$ cat src/rtl/multicycle_control_unit.sv
// Moore-FSM controller for the 8-bit multicycle CPU datapath.
// Optional: define CU_LOAD_FLAGS_EN so LDA also loads CZN in LD_EX.
module multicycle_control_unit #(
  parameter logic [1:0] OP_ADD = 2'b00,
  parameter logic [1:0] OP_SUB = 2'b01,
  parameter logic [1:0] OP_AND = 2'b10,
  parameter logic [1:0] OP_NOT = 2'b11
) (
  input  logic       clk,
  input  logic       rst,
  input  logic [4:0] DiToCU,
  input  logic [3:0] IrToCU,
  input  logic [2:0] CznToCU,
  output logic       pcInc,
  output logic       pcLoadEn,
  output logic       diLoadEn,
  output logic       irWriteEn,
  output logic       trWriteEn,
  output logic       aRegWriteEn,
  output logic       bRegWriteEn,
  output logic       aluResWriteEn,
  output logic       ldCZN,
  output logic       accumulatorWriteEn,
  output logic       memoryWriteEn,
  output logic       PcOrTR,
  output logic       regOrMem,
  output logic       RegBOr0,
  output logic       RegAOr0,
  output logic [1:0] accAddressSel,
  output logic [1:0] aluOpControl,
  output logic       CC
);

  typedef enum logic [3:0] {
    FETCH  = 4'd0,
    DECODE = 4'd1,
    RD_B   = 4'd2,
    EXEC   = 4'd3,
    WB     = 4'd4,
    LD_RD  = 4'd5,
    LD_EX  = 4'd6,
    LD_WB  = 4'd7,
    ST_A   = 4'd8,
    ST_EX  = 4'd9,
    ST_WR  = 4'd10,
    JUMP   = 4'd11,
    HALT   = 4'd12
  } state_t;

  typedef struct packed {
    logic       pcInc;
    logic       pcLoadEn;
    logic       diLoadEn;
    logic       irWriteEn;
    logic       trWriteEn;
    logic       aRegWriteEn;
    logic       bRegWriteEn;
    logic       aluResWriteEn;
    logic       ldCZN;
    logic       accumulatorWriteEn;
    logic       memoryWriteEn;
    logic       PcOrTR;
    logic       regOrMem;
    logic       RegBOr0;
    logic       RegAOr0;
    logic [1:0] accAddressSel;
    logic [1:0] aluOpControl;
    logic       CC;
  } ctl_t;

  state_t state, nextState;
  ctl_t   ctl, ctlOut;

  logic       memType;
  logic [1:0] memOp;
  logic [2:0] regOp;
  logic       zFlag;
  logic       unusedInputs;

  assign memType = ~IrToCU[3];
  assign memOp   = IrToCU[2:1];
  assign regOp   = IrToCU[2:0];
  assign zFlag   = CznToCU[1];

  // DI contents and C/N only steer the datapath, never the sequencing
  assign unusedInputs = ^{DiToCU, CznToCU[2], CznToCU[0]};

  always_ff @(posedge clk) begin
    if (rst) state <= FETCH;
    else     state <= nextState;
  end

  always_comb begin
    ctl       = '0;
    nextState = FETCH;
    case (state)
      FETCH: begin
        ctl.PcOrTR    = 1'b1;
        ctl.irWriteEn = 1'b1;
        ctl.pcInc     = 1'b1;
        nextState     = DECODE;
      end
      DECODE: begin
        if (memType) begin
          ctl.PcOrTR    = 1'b1;
          ctl.trWriteEn = 1'b1;
          ctl.pcInc     = 1'b1;
          ctl.diLoadEn  = 1'b1;
          case (memOp)
            2'b00:   nextState = LD_RD;
            2'b01:   nextState = ST_A;
            2'b10:   nextState = JUMP;
            default: nextState = zFlag ? JUMP : FETCH;
          endcase
        end else begin
          ctl.accAddressSel = 2'b01;
          ctl.aRegWriteEn   = 1'b1;
          ctl.diLoadEn      = 1'b1;
          case (regOp)
            3'b110:  nextState = FETCH;
            3'b111:  nextState = HALT;
            default: nextState = RD_B;
          endcase
        end
      end
      RD_B: begin
        ctl.accAddressSel = 2'b10;
        ctl.regOrMem      = 1'b1;
        ctl.bRegWriteEn   = 1'b1;
        nextState         = EXEC;
      end
      EXEC: begin
        ctl.aluResWriteEn = 1'b1;
        ctl.ldCZN         = 1'b1;
        ctl.aluOpControl  = OP_ADD;
        case (regOp)
          3'b001: ctl.CC = 1'b1;
          3'b010: ctl.aluOpControl = OP_SUB;
          3'b011: ctl.aluOpControl = OP_AND;
          3'b100: ctl.aluOpControl = OP_NOT;
          3'b101: ctl.RegAOr0 = 1'b1;
          default: ;
        endcase
        nextState = WB;
      end
      WB: begin
        ctl.accAddressSel      = 2'b01;
        ctl.accumulatorWriteEn = 1'b1;
        nextState              = FETCH;
      end
      LD_RD: begin
        ctl.bRegWriteEn = 1'b1;
        nextState       = LD_EX;
      end
      LD_EX: begin
        ctl.aluOpControl  = OP_ADD;
        ctl.RegAOr0       = 1'b1;
        ctl.aluResWriteEn = 1'b1;
`ifdef CU_LOAD_FLAGS_EN
        ctl.ldCZN         = 1'b1;
`else
        ctl.ldCZN         = 1'b0;
`endif
        nextState         = LD_WB;
      end
      LD_WB: begin
        ctl.accumulatorWriteEn = 1'b1;
        nextState              = FETCH;
      end
      ST_A: begin
        ctl.aRegWriteEn = 1'b1;
        nextState       = ST_EX;
      end
      ST_EX: begin
        ctl.aluOpControl  = OP_ADD;
        ctl.RegBOr0       = 1'b1;
        ctl.aluResWriteEn = 1'b1;
        nextState         = ST_WR;
      end
      ST_WR: begin
        ctl.memoryWriteEn = 1'b1;
        nextState         = FETCH;
      end
      JUMP: begin
        ctl.pcLoadEn = 1'b1;
        nextState    = FETCH;
      end
      HALT: nextState = HALT;
      default: nextState = FETCH;
    endcase
  end

  assign ctlOut = rst ? '0 : ctl;

  assign pcInc              = ctlOut.pcInc;
  assign pcLoadEn           = ctlOut.pcLoadEn;
  assign diLoadEn           = ctlOut.diLoadEn;
  assign irWriteEn          = ctlOut.irWriteEn;
  assign trWriteEn          = ctlOut.trWriteEn;
  assign aRegWriteEn        = ctlOut.aRegWriteEn;
  assign bRegWriteEn        = ctlOut.bRegWriteEn;
  assign aluResWriteEn      = ctlOut.aluResWriteEn;
  assign ldCZN              = ctlOut.ldCZN;
  assign accumulatorWriteEn = ctlOut.accumulatorWriteEn;
  assign memoryWriteEn      = ctlOut.memoryWriteEn;
  assign PcOrTR             = ctlOut.PcOrTR;
  assign regOrMem           = ctlOut.regOrMem;
  assign RegBOr0            = ctlOut.RegBOr0;
  assign RegAOr0            = ctlOut.RegAOr0;
  assign accAddressSel      = ctlOut.accAddressSel;
  assign aluOpControl       = ctlOut.aluOpControl;
  assign CC                 = ctlOut.CC;

endmodule

$ cat config.mk
export PLATFORM = sky130hd
export DESIGN_NAME = multicycle_control_unit
export DESIGN_NICKNAME = d
export VERILOG_FILES = /design/src/rtl/multicycle_control_unit.sv
export SDC_FILE = /design/constraint.sdc
export NUM_CORES = 1
export LEC_CHECK = 0
export CORE_MARGIN = 3
export CORE_UTILIZATION = 35
export CTS_CLUSTER_SIZE = 8
export DETAILED_ROUTE_END_ITERATION = 16
export GPL_TIMING_DRIVEN = 0
export PLACE_DENSITY = 0.84
export SLEW_MARGIN = 25
export SYNTH_ARGS = -nofsm -noshare
export SYNTH_HDL_FRONTEND = slang
export SYNTH_SLANG_ARGS = --single-unit
$ cat constraint.sdc
create_clock -name clk -period 1.6 [get_ports clk]
set_input_delay 0.32 -clock clk [delete_from_list [all_inputs] [get_ports clk]]
set_output_delay 0.32 -clock clk [all_outputs]
set_load 0.02 [all_outputs]
==> flow_summary.ini <==
[status]
status = finished, violations left
violations = negative setup slack

[pwr]
power_leakage_nw = 0.544
pwr_density_cell_mw_per_mm2 = 676
vdd_drop_max_mv = 0.387

[sta]
tns_ns = -3.82
worst_slack_ns = -0.318
fmax_mhz = 521
max-slew-margin-rel_pct = 70.4
slew_viol_final = 0
hold_viol = 0
finClkSkew_ns = 0.00429
period_share_pct = 120
rsz0062_at_grt = yes
worst-slew-pin-transition_ns = 0.441
setup_violations = 23
fin_crit_ns = 1.92

[die]
die_h_um = 48.8
ios = 34
num_rows = 14
die_x_um = 48.8
initial_utilization_pct = 39.8
dieArea_sq_mm = 0.00238
design.core.area_sq_mm = 0.00161

[clock_network]
cts_hold_buf = 0
htree_levels = 1
clockRootBuffer = clkbuf_4
cts_buffer_depth = 2
tritoncts = done
cts_buffers = 3
cts.clk_slew.worst_paths_ns = 0.04
clk_latency_ns = 0.24
cts_sinks = 4

[synth]
synth.top_cell.area_share_pct = 12.5
ys_seq_area_share_pct = 12.5
yosys.area.top_type = dfxtp_1
syn_avg_cell_area_sq_um = 7.05
syn_nets = 108
syn_inst = 91
ys_top_cells_by_area = dfxtp_1, nor2_1, nor2b_1, ha_1, nor3_1
synth_edf_count = 0
syn_area_sq_um = 642
synth_ff_type = dfxtp_1
synthArstFlopShare_pct = 0
ys_ff_latch = 4
synth_cell_types = 41
ys_warn_count = 0

[drt]
wl_per_cell_um = 16.1
drt-initial-drc-count = 15
ant_nets = 0
first_pass_iters = 4
viasPerCell = 5.45
drc = 0
route.vias.total = 866
drt-total-wl_um = 2570

[final_layout]
top_regs = state (4)
final_common_cell = buf_4
layout_common_cells = buf_4, buf_6, nor2_1
drive_gt1_share_pct = 61.5
diodes = 0
fin_nets = 154
syn2layout_area_growth_pct = 95.1
top_register = state
n_fill_cell = 110
largest_reg_flops = 4
fin_area_sq_mm = 0.00125

[placement]
place_area_sq_um = 992
hpwlAfterDp_um = 1420
gp_congestion = 0.843
numPortBuffers = 25

[critical_path]
crit_required_ns = 1.28
critical_path.top_delay_family = simple AND/OR/NAND/NOR gates
crit_chain = or3_4 -> or2_4 -> inv_4 -> and4_4 -> buf_6
timing.rr.start = state[1]
crit_path_top_delay_cell = or3_4
arrival_ns = 1.60
cpPeakStageDelay_ns = 0.37
worst-path-buf-inv = 2
crit_path_start_kind = register
setup.worst_path.class = reg -> out
endpoint_kind = output pin
cp-startpoint = state[2]
crit_fanout = 4

[run]
maxCapViolations = 0

[grt]
grt_pass1_vias = 878
grt_usage_pct = 22.3
grt_pass1_wl_um = 4220
grt_overflow = 0
antenna_found_initial = 0
grt_max_degree = 11

[min_path]
hold_class = in -> reg
min_from = rst
## metrics by stage
stage          utilization [%]  hold WS [ns]  setup slack [ns]  power (mW)  cells
2_1_floorplan                -         0.506            -0.144       0.384     91
3_3_place_gp              61.6         0.707            -0.838       0.503    140
3_5_place_dp              61.6         0.711            -0.859       0.510    140
4_1_cts                   72.6         0.548            -0.322       0.751    155
5_1_grt                   77.7         0.593            -0.392       0.889    159
6_report                  77.7         0.563            -0.318       0.846    159
## per-layer routing
metal	routed length (um)	GRT usage, %	vias up	part of all wire (%)
met5	0	0	-	0
met1	1090	25.9	420	43
met3	109	4.59	2	4.2
li1	-	-	416	-
met4	21	3.32	0	0.82
met2	1340	42.1	28	52
## timing repair
| item | in CTS | in global routing |
|---|---|---|
| buffers inserted | 12 | 4 |
| gates cloned | 1 | 0 |
| endpoints found under the setup margin | 24 | 23 |
| pin swaps | 9 | 10 |
| resized for setup | 146 | 14 |
## worst min-delay path, delay by kind of cell
kind	cells	cell delay (ns)
AO/OA/AOI/OAI	3	0.29
buffers and inverters	1	0.15
## final timing paths
| check | end | slack [ns] | depth (start not counted) |
|---|---|---|---|
| max | CC | -0.32 | 5 |
| min reg2reg | state[3] | 0.72 | 3 |
| min | state[0] | 0.56 | 4 |
| max reg2reg | state[0] | -0.21 | 5 |
## cell type report
cell class / instances / area, sq um / area share, %
tap: 24 / 30.0 / 2.40
buffer: 7 / 77.6 / 6.19
clock buffer: 3 / 22.5 / 1.80
multi-input combinational: 74 / 638 / 50.9
timing repair buffer: 42 / 373 / 29.8
sequential: 4 / 90.1 / 7.19
inverter: 5 / 21.3 / 1.70
## power by group
| group | switching [mW] | internal (mW) |
|---|---|---|
| Sequential | 0.0204 | 0.116 |
| Clock | 0.0523 | 0.0847 |
| Combinational | 0.276 | 0.298 |
## synthesized netlist by cell type (all sizes together) (3+ instances only)
| master | n |
|---|---|
| nor2 | 12 |
| nor2b | 7 |
| nor3 | 6 |
| buf | 5 |
| inv | 5 |
| nand2 | 5 |
| dfxtp | 4 |
| a21oi | 3 |
| clkbuf | 3 |
| ha | 3 |
| nand2b | 3 |
| nor4 | 3 |
| or3 | 3 |
## cell families after synthesis
family	synth area share [%]
simple gates	44.8
compound gates	17.7
buf+inv	9.75
mux	6.63
flops	12.5
fa+ha+maj	5.85
xor+xnor	2.73
No activity file was read; power rests on OpenSTA's default activity.
